$ cat config.mk
export PLATFORM = sky130hd
export DESIGN_NAME = onehot_encoder_register
export DESIGN_NICKNAME = d
export VERILOG_FILES = /design/src/rtl/onehot_encoder_register.sv
export SDC_FILE = /design/constraint.sdc
export NUM_CORES = 1
export LEC_CHECK = 0
export CAP_MARGIN = 20
export CORE_ASPECT_RATIO = 1.5
export CORE_UTILIZATION = 49
export CTS_CLUSTER_DIAMETER = 30
export CTS_CLUSTER_SIZE = 25
export DETAILED_ROUTE_END_ITERATION = 12
export GPL_TIMING_DRIVEN = 0
export PLACE_DENSITY = 0.8
export SLEW_MARGIN = 10
export SYNTH_ARGS = -nofsm -noshare
export SYNTH_HDL_FRONTEND = slang
export SYNTH_SLANG_ARGS = --single-unit
$ cat constraint.sdc
create_clock -name clk -period 2.15 [get_ports clk]
set_clock_uncertainty 0.05 [all_clocks]
set_input_delay 0.645 -clock clk [delete_from_list [all_inputs] [get_ports clk]]
set_output_delay 0.645 -clock clk [all_outputs]
set_load 0.005 [all_outputs]
$ cat src/rtl/onehot_encoder_register.sv
`default_nettype none
// ============================================================================
//  Module      : onehot_encoder_register
//  Description : Registered one-hot to binary encoder with valid/ready
//                handshake, a 2-entry skid buffer for full throughput with a
//                registered in_ready, and a saturating malformed-input counter.
//  Revision    : 1.0  initial release
// ============================================================================
module onehot_encoder_register #(
    parameter int INPUT_WIDTH   = 16,
    parameter int OUTPUT_WIDTH  = 4,
    parameter int ERR_CNT_WIDTH = 8
) (
    input  logic                     clk,
    input  logic                     rst,
    input  logic                     in_valid,
    output logic                     in_ready,
    input  logic [INPUT_WIDTH-1:0]   onehot_in,
    output logic                     out_valid,
    input  logic                     out_ready,
    output logic [OUTPUT_WIDTH-1:0]  binary_out,
    output logic                     out_error,
    input  logic                     err_clear,
    output logic [ERR_CNT_WIDTH-1:0] err_count
);

    localparam logic [ERR_CNT_WIDTH-1:0] C_ERR_MAX = '1;

    // The index width must exactly cover the one-hot width.
    if (INPUT_WIDTH != (1 << OUTPUT_WIDTH)) begin : g_width_check
        $error("onehot_encoder_register: INPUT_WIDTH must equal 2**OUTPUT_WIDTH");
    end

    typedef enum logic [1:0] {
        S_EMPTY = 2'd0,   // main empty, skid empty
        S_ONE   = 2'd1,   // main full,  skid empty
        S_FULL  = 2'd2    // main full,  skid full
    } state_t;

    state_t                  r_state;
    state_t                  w_next_state;
    logic                    w_load_main_enc;
    logic                    w_load_main_skid;
    logic                    w_load_skid;

    logic [OUTPUT_WIDTH-1:0] r_skid_idx;
    logic                    r_skid_err;

    logic [OUTPUT_WIDTH-1:0] w_enc_idx;
    logic                    w_enc_err;
    logic                    w_in_xfer;
    logic                    w_out_xfer;

    assign w_in_xfer  = in_valid  && in_ready;
    assign w_out_xfer = out_valid && out_ready;

    // Encode: lowest set bit wins; malformed when zero or multiple bits set.
    always_comb begin
        w_enc_idx = '0;
        for (int i = INPUT_WIDTH - 1; i >= 0; i--) begin
            if (onehot_in[i]) begin
                w_enc_idx = OUTPUT_WIDTH'(i);
            end
        end
        w_enc_err = (onehot_in == '0) ||
                    ((onehot_in & (onehot_in - INPUT_WIDTH'(1))) != '0);
    end

    // Buffer next-state and register load selects.
    always_comb begin
        w_next_state     = r_state;
        w_load_main_enc  = 1'b0;
        w_load_main_skid = 1'b0;
        w_load_skid      = 1'b0;
        case (r_state)
            S_EMPTY: begin
                if (w_in_xfer) begin
                    w_next_state    = S_ONE;
                    w_load_main_enc = 1'b1;
                end
            end
            S_ONE: begin
                if (w_in_xfer && w_out_xfer) begin
                    w_load_main_enc = 1'b1;
                end else if (w_in_xfer) begin
                    w_next_state = S_FULL;
                    w_load_skid  = 1'b1;
                end else if (w_out_xfer) begin
                    w_next_state = S_EMPTY;
                end
            end
            S_FULL: begin
                // in_ready is low here, so only the output side can move.
                if (w_out_xfer) begin
                    w_next_state     = S_ONE;
                    w_load_main_skid = 1'b1;
                end
            end
            default: begin
                w_next_state = S_EMPTY;
            end
        endcase
    end

    // State register with handshake flags registered from the next state.
    always_ff @(posedge clk or posedge rst) begin
        if (rst) begin
            r_state   <= S_EMPTY;
            in_ready  <= 1'b1;
            out_valid <= 1'b0;
        end else begin
            r_state   <= w_next_state;
            in_ready  <= (w_next_state != S_FULL);
            out_valid <= (w_next_state != S_EMPTY);
        end
    end

    // Main (output) and skid data registers.
    always_ff @(posedge clk or posedge rst) begin
        if (rst) begin
            binary_out <= '0;
            out_error  <= 1'b0;
            r_skid_idx <= '0;
            r_skid_err <= 1'b0;
        end else begin
            if (w_load_main_enc) begin
                binary_out <= w_enc_idx;
                out_error  <= w_enc_err;
            end else if (w_load_main_skid) begin
                binary_out <= r_skid_idx;
                out_error  <= r_skid_err;
            end
            if (w_load_skid) begin
                r_skid_idx <= w_enc_idx;
                r_skid_err <= w_enc_err;
            end
        end
    end

    // Saturating count of accepted malformed beats; clear wins over increment.
    always_ff @(posedge clk or posedge rst) begin
        if (rst) begin
            err_count <= '0;
        end else if (err_clear) begin
            err_count <= (w_in_xfer && w_enc_err) ? ERR_CNT_WIDTH'(1) : '0;
        end else if (w_in_xfer && w_enc_err && (err_count != C_ERR_MAX)) begin
            err_count <= err_count + ERR_CNT_WIDTH'(1);
        end
    end

endmodule
`default_nettype wire

## Word level (Yosys, flattened, before mapping)

Index checks and enable logic that the tools add are counted.
Widths: inputs -> output; s select.

| word-level totals | value |
|---|---|
| output and inout bits | 15 |
| register bits after elaboration | 22 |
| word-level logic and storage cells | 63 |
| input bits | 21 |

| operators by class | value |
|---|---|
| reductions and logical operators | 12 |
| bitwise operators | 1 |
| equality and inequality tests | 4 |
| add/subtract/negate cells | 2 |
| muxes and demuxes | 36 |

Operators with widths:

| cell | number |
|---|---|
| $mux 4 | 18 |
| $and 16x16->16 | 1 |
| $logic_not 16->1 | 1 |
| $mux 8 | 2 |
| $reduce_bool 16->1 | 1 |
| $sub 16x1->16 const B | 1 |
| $mux 2 | 5 |
| $mux 1 | 9 |
| $add 8x1->8 const B | 1 |
| $ne 8x8->1 const B | 1 |
| $pmux 2 s3 | 1 |
| $reduce_bool 2->1 | 3 |
| $logic_and 1x1->1 | 5 |
| $eq 2x1->1 const B | 1 |
| $eq 2x2->1 const B | 1 |
| $logic_not 2->1 | 1 |
| $ne 2x2->1 const B | 1 |
| $pmux 1 s2 | 1 |
| $logic_or 1x1->1 | 1 |

## Longest topological paths before layout

Gate-level depths: netlist of run 1.

| logic depth | value |
|---|---|
| word-level depth | 17 |
| depth in mapped cells | 9 |
| depth with buffers taken out | 6 |

## Least setup slack after synthesis of run 1

No wires, ideal clock.

| timing path | value |
|---|---|
| kind | in2reg |
| start | input port onehot_in[5] |
| end | register err_count[2] |
| data arrival time | 2494 ps |
| path buffers | 3 |
| stages on the path | 9 |
| library setup time | 123 ps |
| slack | -516 ps |
| data required time | 1977 ps |
| cell sequence | buf_6 or4_4 or3_1 o41ai_2 and4_1 buf_6 buf_12 nor3b_1 o221a_1 |

| between the ends | value |
|---|---|
| cells in the longest elaborated chain, start to end | 7 |
| elaborated cells on any way between the ends | 8 |
| classes of those cells | add/sub (1); bitwise (1); reduce/logical (6) |

RTL lines:

| what | RTL line | text |
|---|---|---|
| start, declared | 18 | `input logic [INPUT_WIDTH-1:0] onehot_in,` |
| $sub 16x1->16 | 66 | `((onehot_in & (onehot_in - INPUT_WIDTH'(1))) != '0);` |
| $and 16x16->16 | 66 |  |
| $reduce_bool 16->1 | 66 |  |
| $logic_or 1x1->1 (*) | 65 | `w_enc_err = (onehot_in == '0) \|\|` |
| $logic_and 1x1->1 (*) (2 in a row) | 146 | `end else if (w_in_xfer && w_enc_err && (err_count != C_ERR_MAX)) begin` |
| $reduce_bool 2->1 (no source line) (*) | -- |  |
| end signal, assigned | 145 | `err_count <= (w_in_xfer && w_enc_err) ? ERR_CNT_WIDTH'(1) : '0;` |
| end signal, assigned | 147 | `err_count <= err_count + ERR_CNT_WIDTH'(1);` |
| end, declared | 24 | `output logic [ERR_CNT_WIDTH-1:0] err_count` |

Every way passes the cells marked *; elsewhere a longest branch is shown, timed or not.
A chain may end at the register's enable or synchronous reset.

## Final worst setup path of run 1

Ends and elaborated chain as after synthesis.

==> results.yml, run 1 <==
yosys:
  synth-edff-count: 0
  synthCells: 163
  synth_area_per_cell_um2: 8.72
  synth_fp_nets: 185
  yosysSeqAreaShare: 0.388
  yosysMostFrequentCell: "dfrtp_1"
  ys_ff_latch: 22
  synth.cells.most_frequent: "dfrtp_1, nand2_1, nor2_1"
  synthFlopType: "dfrtp_1"
  synth_top_family_by_area: "simple AND/OR/NAND/NOR gates"
  synth_area_um2: 1420
  synth_top_area_frac: 0.370
  yosysWarnings: 0
  ys_top_cells_by_area: "dfrtp_1, nand2_1, a211oi_1"
  synthAdderAreaFrac: 0.00880
  synth-simple-area-share: 0.254
  muxShareOfSynthArea: 0.0379
  yosysUniqueCellTypes: 41
  yosys.area.top_type: "dfrtp_1"
  synthArstFlopShare: 1.00
  synth_compound_area_frac: 0.248
  yosys.area_share.xor_xnor: 0.00616
floorplanning:
  dieArea_um2: 3120
  ios: 36
  rows: 23
  start_util: 0.525
  die_y_um: 68.0
  core_area_um2: 2710
  fp.dieW_um: 46.0
routing:
  firstDrtPassIters: 4
  drt_wl_total_um: 3700
  final_antenna_net_count: 0
  vias_per_cell: 5.98
  drtIter0Drc: 37
  via_count: 1466
  routedWlPerCell_um: 15.1
  drc: 0
power:
  p_comb_frac: 0.384
  p_int_mw: 1.12
  total_power_mw: 1.68
  p_leak_nw: 0.850
  clockPowerShare: 0.233
  seqPwrFrac: 0.384
  powerDensity_nw_per_um2: 816
  net-switching-power_mw: 0.562
  sw_frac_of_total: 0.335
  ir_drop_mv: 0.496
timing:
  setup_viol: 10
  max_freq_mhz: 394
  period_share: 1.18
  worst_pin_slew_ps: 808
  setup_slack_ps: -386
  fin_crit_ps: 2540
  maxSlewHeadroom: 0.460
  slew_viol_final: 0
  hold_violations: 0
  rsz0062_at_grt: "true"
  tns_ps: -2900
final_layout:
  fillCellCount: 202
  drive_above_1_share: 0.216
  final_nets: 231
  areaGrowthSynthToFinish_pct: 44.5
  diodes: 0
global_route:
  grt_pass1_vias: 1386
  grt_max_degree: 23
  grt-ovfl-total: 0
  grt_pass1_wl_um: 5740
  track_usage: 0.253
  antenna_found_initial: 0
worst_setup_path:
  critPathKind: "in -> reg"
  start_kind: "primary input"
  r2r-start: "err_count[0]$_DFFE_PP0P_"
  crit_required_ps: 2250
  r2r_slack_ps: 130
  reg2reg_depth: 6
  critPathMaxFanout: 7
  cp_data_arrival_time_ps: 2640
  worst_setup_path_end_kind: "flip-flop"
  r2r-end: "err_count[5]$_DFFE_PP0P_"
cts:
  clk_pin_slew_ps: 80
  clock_sinks: 22
  root_buffer: "clkbuf_8"
  numCtsBuffers: 3
  htree_levels: 1
  cts_tree: "done"
  hold_buffers: 0
  clockBufferDepth: 2
  clkLatencyLatePin_ps: 260
place:
  place_hpwl_um: 2590
  io_buffers: 33
  place.gp.congestion: 0.813
worst_hold_path:
  min_path_cells: 2
  hp-start: "r_skid_idx[1]$_DFFE_PP0P_"
  hold_class: "reg -> reg"
  hold_path_end: "r_skid_idx[1]$_DFFE_PP0P_"
job:
  drv_cap: 0
outcome:
  status: "finished with violations"
  violations: "negative setup slack"
==> per-stage QoR <==
| stage | util | cell area, µm² | hold slack, ps | setup slack [ps] | instances |
|---|---|---|---|---|---|
| finish | 0.759 | 2050 | 439 | -386 | 245 |
| global route | 0.759 | 2050 | 469 | -421 | 245 |
| CTS | 0.726 | 1960 | 442 | -401 | 242 |
| detailed placement | 0.671 | 1820 | 425 | -1150 | 233 |
| global placement | 0.671 | 1820 | 414 | -1130 | 233 |
| floorplan | - | 1440 | 400 | -503 | 163 |
==> power by group through the flow <==
stage	registers (mW)	logic, mW	clock network [mW]
3_3_place_gp	0.636	0.563	0
3_5_place_dp	0.647	0.585	0
5_1_grt	0.655	0.710	0.407
4_1_cts	0.640	0.609	0.385
2_1_floorplan	0.634	0.312	0
6_report	0.643	0.644	0.390
==> cells by family after synthesis <==
logic type      count (synthesis)
buf+inv                        12
simple gates                   70
mux                             5
fa+ha+maj                       1
xor+xnor                        1
flops                          22
compound gates                 52
==> metal layers <==
metal | track usage | share of wire | up-vias
met2 | 0.477 | 0.57 | 43
met1 | 0.261 | 0.38 | 695
met3 | 0.0264 | 0.025 | 10
met5 | 0 | 0 | -
li1 | - | - | 718
met4 | 0.129 | 0.032 | 0
==> layout by cell type (no fill, tap or decap), types with 4 or more instances in the layout <==
cell type,Yosys,layout
a211oi_1,8,7
a21oi_1,11,11
a22oi_1,4,4
buf_2,0,4
buf_4,1,7
buf_6,2,4
clkdlybuf4s50_1,0,19
dfrtp_1,21,21
dlygate4sd2_1,0,5
inv_1,7,7
nand2_1,18,18
nand3_1,8,7
nor2_1,14,14
nor2b_1,4,4
nor4_4,0,4
o21ai_0,10,8
o31ai_1,4,4
==> critical path, cell delays in order <==
cell and delay [ps]:
buf_12 110, or4_4 530, or3_4 390, o41ai_2 180, and4_1 230, buf_6 150
buf_12 120, nor3b_2 40, o221a_1 250
==> sequential cells by signal, indices dropped and copies added, names as in the netlist <==
name / count
r_skid_idx: 4
out_valid: 1
err_count: 8
binary_out: 4
r_skid_err: 1
out_error: 1
r_state: 2
in_ready: 1
==> worst max-delay path by stage <==
stage,from,to,slack (ps),depth (start not counted)
2_1_floorplan,onehot_in[5],err_count[2]$_DFFE_PP0P_,-500,9
3_3_place_gp,onehot_in[2],err_count[4]$_DFFE_PP0P_,-1130,8
3_5_place_dp,onehot_in[2],err_count[2]$_DFFE_PP0P_,-1150,9
4_1_cts,onehot_in[7],err_count[2]$_DFFE_PP0P_,-400,9
5_1_grt,onehot_in[5],err_count[2]$_DFFE_PP0P_,-420,9
6_report,onehot_in[5],err_count[2]$_DFFE_PP0P_,-390,9
==> cell type report <==
class,instances,area [µm²],area share
timing repair buffer,41,373,0.181
clock inverter,1,30.0,0.0146
tap,37,46.3,0.0225
inverter,7,26.3,0.0128
buffer,5,83.8,0.0408
clock buffer,3,41.3,0.0201
multi-input combinational,129,902,0.439
sequential,22,552,0.269
==> timing repair <==
action                                  CTS  global route
pin swaps                                 6             7
endpoints found under the setup margin   12            11
resized for setup                        44            22
setup buffers                             5             2
gates cloned                              0             1
hold endpoints to repair                  0             0
(Power assumes the default switching activity.)
==> run 2, diff against run 1 <==
--- a/config.mk
+++ b/config.mk
@@ -7,13 +7,11 @@
 export LEC_CHECK = 0
 export CAP_MARGIN = 20
 export CORE_ASPECT_RATIO = 1.5
-export CORE_UTILIZATION = 49
+export CORE_UTILIZATION = 30
 export CTS_CLUSTER_DIAMETER = 30
 export CTS_CLUSTER_SIZE = 25
 export DETAILED_ROUTE_END_ITERATION = 12
 export GPL_TIMING_DRIVEN = 0
-export PLACE_DENSITY = 0.8
-export SLEW_MARGIN = 10
 export SYNTH_ARGS = -nofsm -noshare
 export SYNTH_HDL_FRONTEND = slang
 export SYNTH_SLANG_ARGS = --single-unit
==> results.yml, run 2 (synthesized netlist as in run 1, its figures left out) <==
routing:
  drtIter0Drc: 111
  final_antenna_net_count: 0
  drt_wl_total_um: 3670
  routedWlPerCell_um: 13.4
  vias_per_cell: 5.34
  drc: 0
  via_count: 1458
  firstDrtPassIters: 4
floorplanning:
  rows: 30
  die_y_um: 86.3
  start_util: 0.313
  dieArea_um2: 5020
  fp.dieW_um: 58.2
  core_area_um2: 4540
  ios: 36
timing:
  setup_slack_ps: -438
  period_share: 1.20
  fin_crit_ps: 2590
  slew_viol_final: 0
  max_freq_mhz: 386
  worst_pin_slew_ps: 837
  rsz0062_at_grt: "true"
  setup_viol: 10
  hold_violations: 0
  maxSlewHeadroom: 0.441
  tns_ps: -3470
cts:
  root_buffer: "clkbuf_8"
  htree_levels: 1
  clock_sinks: 22
  numCtsBuffers: 3
  cts_tree: "done"
  clockBufferDepth: 2
  clk_pin_slew_ps: 80
  clkLatencyLatePin_ps: 250
  hold_buffers: 0
final_layout:
  utilization: 0.467
  fin_area_um2: 2120
  final_common_cell: "dfrtp_1"
  biggestRegsByFlops: "err_count x8, binary_out x4, r_skid_idx x4"
  drive_above_1_share: 0.220
  fillCellCount: 443
  diodes: 0
  areaGrowthSynthToFinish_pct: 49.1
  final_nets: 232
  largest_register: "err_count"
  largest_reg_flops: 8
  final_cell_mix: "dfrtp_1, clkdlybuf4s50_1, nand2_1, nor2_1, a21oi_1"
outcome:
  status: "finished with violations"
  violations: "negative setup slack"
place:
  dpl_cell_area_um2: 1850
  place.gp.congestion: 0.766
  place_hpwl_um: 2570
  io_buffers: 33
global_route:
  grt_pass1_wl_um: 5870
  top_usage_layer: "met2"
  grt_pass1_vias: 1319
  use_met1: 0.179
  track_usage: 0.144
  grt_max_degree: 23
  grt-ovfl-total: 0
  use_met3: 0.0194
  antenna_found_initial: 0
  grtUsageMet2: 0.258
worst_setup_path:
  cp_data_arrival_time_ps: 2680
  reg2reg_depth: 6
  r2r-end: "err_count[5]$_DFFE_PP0P_"
  max_stage_delay_ps: 520
  r2r-start: "err_count[0]$_DFFE_PP0P_"
  critPathKind: "in -> reg"
  worst_setup_path_end_kind: "flip-flop"
  cp_slowest_cell: "or4_4"
  crit_required_ps: 2250
  r2r_slack_ps: 0
  critPathMaxFanout: 6
  start_kind: "primary input"
  crit_path_cell_trace: "buf_8 > or4_4 > or3_4 > o41ai_2 > and4_1 > buf_6 > buf_12 > nor3b_4 > o221a_1"
worst_hold_path:
  min_path_cells: 2
  hold_class: "reg -> reg"
  hp-start: "r_skid_idx[1]$_DFFE_PP0P_"
  hold_path_end: "r_skid_idx[1]$_DFFE_PP0P_"
power:
  powerDensity_nw_per_um2: 731
  sw_frac_of_total: 0.335
  total_power_mw: 1.55
  seqPwrFrac: 0.417
  p_leak_nw: 0.892
  clockPowerShare: 0.184
  p_int_mw: 1.03
  ir_drop_mv: 0.244
  net-switching-power_mw: 0.519
  p_comb_frac: 0.399
job:
  drv_cap: 0
==> run 2: changes by cell type in the layout (fill, tap and decap cells not counted), sizes merged <==
| cell | before | now |
|---|---|---|
| clkbuf | 8 | 7 |
| bufinv | 1 | 0 |
| buf | 17 | 18 |
| dlymetal6s2s | 0 | 5 |
| dlygate4sd2 | 5 | 2 |
==> run 2: stage by stage <==
step	instances	hold slack (ps)	worst slack (ps)
2_1_floorplan	163	400	-503
3_3_place_gp	260	414	-1180
3_5_place_dp	260	421	-1180
4_1_cts	268	439	-515
5_1_grt	273	467	-457
6_report	273	433	-438
==> run 2: final cells by class <==
cell class / count / area [µm²] / share of cell area
multi-input combinational: 129 / 915 / 0.432
tap: 64 / 80.1 / 0.0378
inverter: 7 / 26.3 / 0.0124
timing repair buffer: 42 / 413 / 0.195
clock buffer: 4 / 55.1 / 0.0260
sequential: 22 / 552 / 0.260
buffer: 5 / 78.8 / 0.0372
==> run 2: power groups by stage <==
stage          clock, mW  sequential, mW  combinational [mW]
2_1_floorplan          0           0.634               0.312
3_3_place_gp           0           0.650               0.574
3_5_place_dp           0           0.650               0.577
4_1_cts            0.299           0.643               0.585
5_1_grt            0.324           0.665               0.693
6_report           0.285           0.646               0.619
==> run 2: worst max path at each step <==
stage	startpoint	end	slack, ps
floorplan	onehot_in[5]	err_count[2]$_DFFE_PP0P_	-500
finish	onehot_in[1]	err_count[2]$_DFFE_PP0P_	-440
CTS	onehot_in[7]	err_count[2]$_DFFE_PP0P_	-510
global route	onehot_in[1]	err_count[2]$_DFFE_PP0P_	-460
global placement	onehot_in[2]	err_count[2]$_DFFE_PP0P_	-1180
detailed placement	onehot_in[2]	err_count[2]$_DFFE_PP0P_	-1180
==> run 2: timing repair <==
| item | in CTS | in global routing |
|---|---|---|
| gates resized for setup | 34 | 35 |
| gates cloned | 0 | 1 |
| endpoints found under the setup margin | 12 | 15 |
| setup buffers | 4 | 4 |
| pin swaps | 6 | 11 |
==> run 2: worst max-delay path, delay by kind of cell <==
family | cells | cell delay [ps]
AOI/OAI and AO/OA | 2 | 470
buffers and inverters | 3 | 370
and+or+nand+nor | 4 | 1200
==> run 2: per-layer routing <==
layer / share of wire / up-vias
met4: 0.0065 / 0
met5: 0 / -
met2: 0.55 / 37
met1: 0.41 / 705
li1: - / 714
met3: 0.029 / 2
==> run 3, diff against run 2 <==
--- a/config.mk
+++ b/config.mk
@@ -7,11 +7,13 @@
 export LEC_CHECK = 0
 export CAP_MARGIN = 20
 export CORE_ASPECT_RATIO = 1.5
-export CORE_UTILIZATION = 30
+export CORE_UTILIZATION = 49
 export CTS_CLUSTER_DIAMETER = 30
 export CTS_CLUSTER_SIZE = 25
 export DETAILED_ROUTE_END_ITERATION = 12
 export GPL_TIMING_DRIVEN = 0
+export PLACE_DENSITY = 0.8
+export RECOVER_POWER = 100
 export SYNTH_ARGS = -nofsm -noshare
 export SYNTH_HDL_FRONTEND = slang
 export SYNTH_SLANG_ARGS = --single-unit
==> results.yml, run 3 (synthesized netlist as in run 1, its figures left out) <==
outcome:
  status: "finished with violations"
  violations: "negative setup slack"
timing:
  max_freq_mhz: 394
  setup_viol: 11
  slew_viol_final: 0
  hold_ws_ps: 439
  hold_violations: 0
  maxSlewHeadroom: 0.460
  worst_pin_slew_ps: 809
  fin_crit_ps: 2540
  setup_slack_ps: -386
  period_share: 1.18
  rsz0062_at_grt: "true"
place:
  place.gp.congestion: 0.813
  placed_cells: 233
  dp_slack_ps: -1150
  place_hpwl_um: 2590
  io_buffers: 33
routing:
  drc: 0
  drt_wl_total_um: 3700
  drtIter0Drc: 37
  routedWlPerCell_um: 15.1
  via_count: 1467
  firstDrtPassIters: 4
  vias_per_cell: 5.99
  final_antenna_net_count: 0
global_route:
  grt-ovfl-total: 0
  antenna_found_initial: 0
  track_usage: 0.253
  grt_max_degree: 23
  grt_pass1_vias: 1386
  grt_pass1_wl_um: 5740
worst_hold_path:
  hold_class: "reg -> reg"
cts:
  htree_levels: 1
  clockBufferDepth: 2
  numCtsBuffers: 3
  clkLatencyLatePin_ps: 260
  cts_tree: "done"
  root_buffer: "clkbuf_8"
  clk_pin_slew_ps: 80
  clock_sinks: 22
floorplanning:
  rows: 23
  ios: 36
  fp.dieW_um: 46.0
  core_area_um2: 2710
  die_y_um: 68.0
  dieArea_um2: 3120
  start_util: 0.525
final_layout:
  biggestRegsByFlops: "err_count x8, binary_out x4, r_skid_idx x4"
  largest_reg_flops: 8
  areaGrowthSynthToFinish_pct: 44.5
  drive_above_1_share: 0.216
  diodes: 0
  stdcell_count: 245
  largest_register: "err_count"
  final_cell_mix: "dfrtp_1, nand2_1, nor2_1, a21oi_1, dlygate4sd3_1"
  final_nets: 231
  final_common_cell: "dfrtp_1"
power:
  total_power_mw: 1.65
  p_int_mw: 1.09
  clockPowerShare: 0.236
  p_comb_frac: 0.376
  powerDensity_nw_per_um2: 804
  p_leak_nw: 0.867
  net-switching-power_mw: 0.559
  sw_frac_of_total: 0.338
  seqPwrFrac: 0.388
  ir_drop_mv: 0.496
worst_setup_path:
  worst_setup_path_end_kind: "flip-flop"
  crit_required_ps: 2250
  start_kind: "primary input"
  critPathMaxFanout: 7
  cp_data_arrival_time_ps: 2640
  critPathKind: "in -> reg"
job:
  drv_cap: 0
run 3: cell types whose count changed in the layout (fill, tap and decap cells not counted), moves of 3 or more:
cell / previous run / this run
dlygate4sd3_1: 0 / 11
dlygate4sd2_1: 2 / 5
clkdlybuf4s50_1: 19 / 8
dlymetal6s2s_1: 5 / 0
run 3: area by class of cell:
type	count	area [µm²]
timing repair buffer	41	373
clock inverter	1	30.0
fill	202	651
tap	37	46.3
sequential	22	552
inverter	7	26.3
clock buffer	3	41.3
buffer	5	83.8
multi-input combinational	129	902
run 3: path summary, 6_finish.rpt:
kind | endpoint | cells past startpoint | from | slack, ps
min in group asynchronous | err_count[7]$_DFFE_PP0P_ | 2 | rst | 920
worst min-delay path | r_skid_idx[1]$_DFFE_PP0P_ | 2 | r_skid_idx[1]$_DFFE_PP0P_ | 440
worst max register to register | err_count[5]$_DFFE_PP0P_ | 6 | err_count[0]$_DFFE_PP0P_ | 130
worst min register to register | r_skid_idx[1]$_DFFE_PP0P_ | 2 | r_skid_idx[1]$_DFFE_PP0P_ | 440
worst max-delay path | err_count[2]$_DFFE_PP0P_ | 9 | onehot_in[5] | -390
max in group asynchronous | r_state[0]$_DFF_PP0_ | 2 | rst | 630
run 3: per-layer routing:
layer  vias up  global-route usage  wire [µm]
met5         -                   0          0
met4         0               0.129        118
met3        10              0.0264         92
met2        43               0.477       2100
met1       695               0.261       1390
li1        719                   -          -
run 3: metrics by stage:
| step | instance area [µm²] | util | setup TNS (ps) |
|---|---|---|---|
| after floorplan | 1440 | - | -3920 |
| after global placement | 1820 | 0.671 | -12010 |
| after detailed placement | 1820 | 0.671 | -12120 |
| after CTS | 1960 | 0.726 | -3130 |
| after global routing | 2050 | 0.759 | -3710 |
| final | 2050 | 0.759 | -2910 |
run 3: timing repair:
action,in CTS,in global routing
buffers inserted,5,2
endpoints found under the setup margin,12,11
hold buffers,0,0
gates resized for setup,44,22
gates cloned,0,1
pin swaps,6,7
run 3: critical path: stages:
cell	delay, ps
buf_12	110
or4_4	530
or3_4	390
o41ai_2	180
and4_1	230
buf_6	150
buf_12	120
nor3b_2	40
o221a_1	250
run 3: power groups by stage:
stage / clock network (mW) / logic (mW) / registers, mW
after floorplan: 0 / 0.312 / 0.634
after global placement: 0 / 0.563 / 0.636
after detailed placement: 0 / 0.585 / 0.647
after CTS: 0.385 / 0.609 / 0.640
after global routing: 0.407 / 0.689 / 0.653
final: 0.390 / 0.622 / 0.640
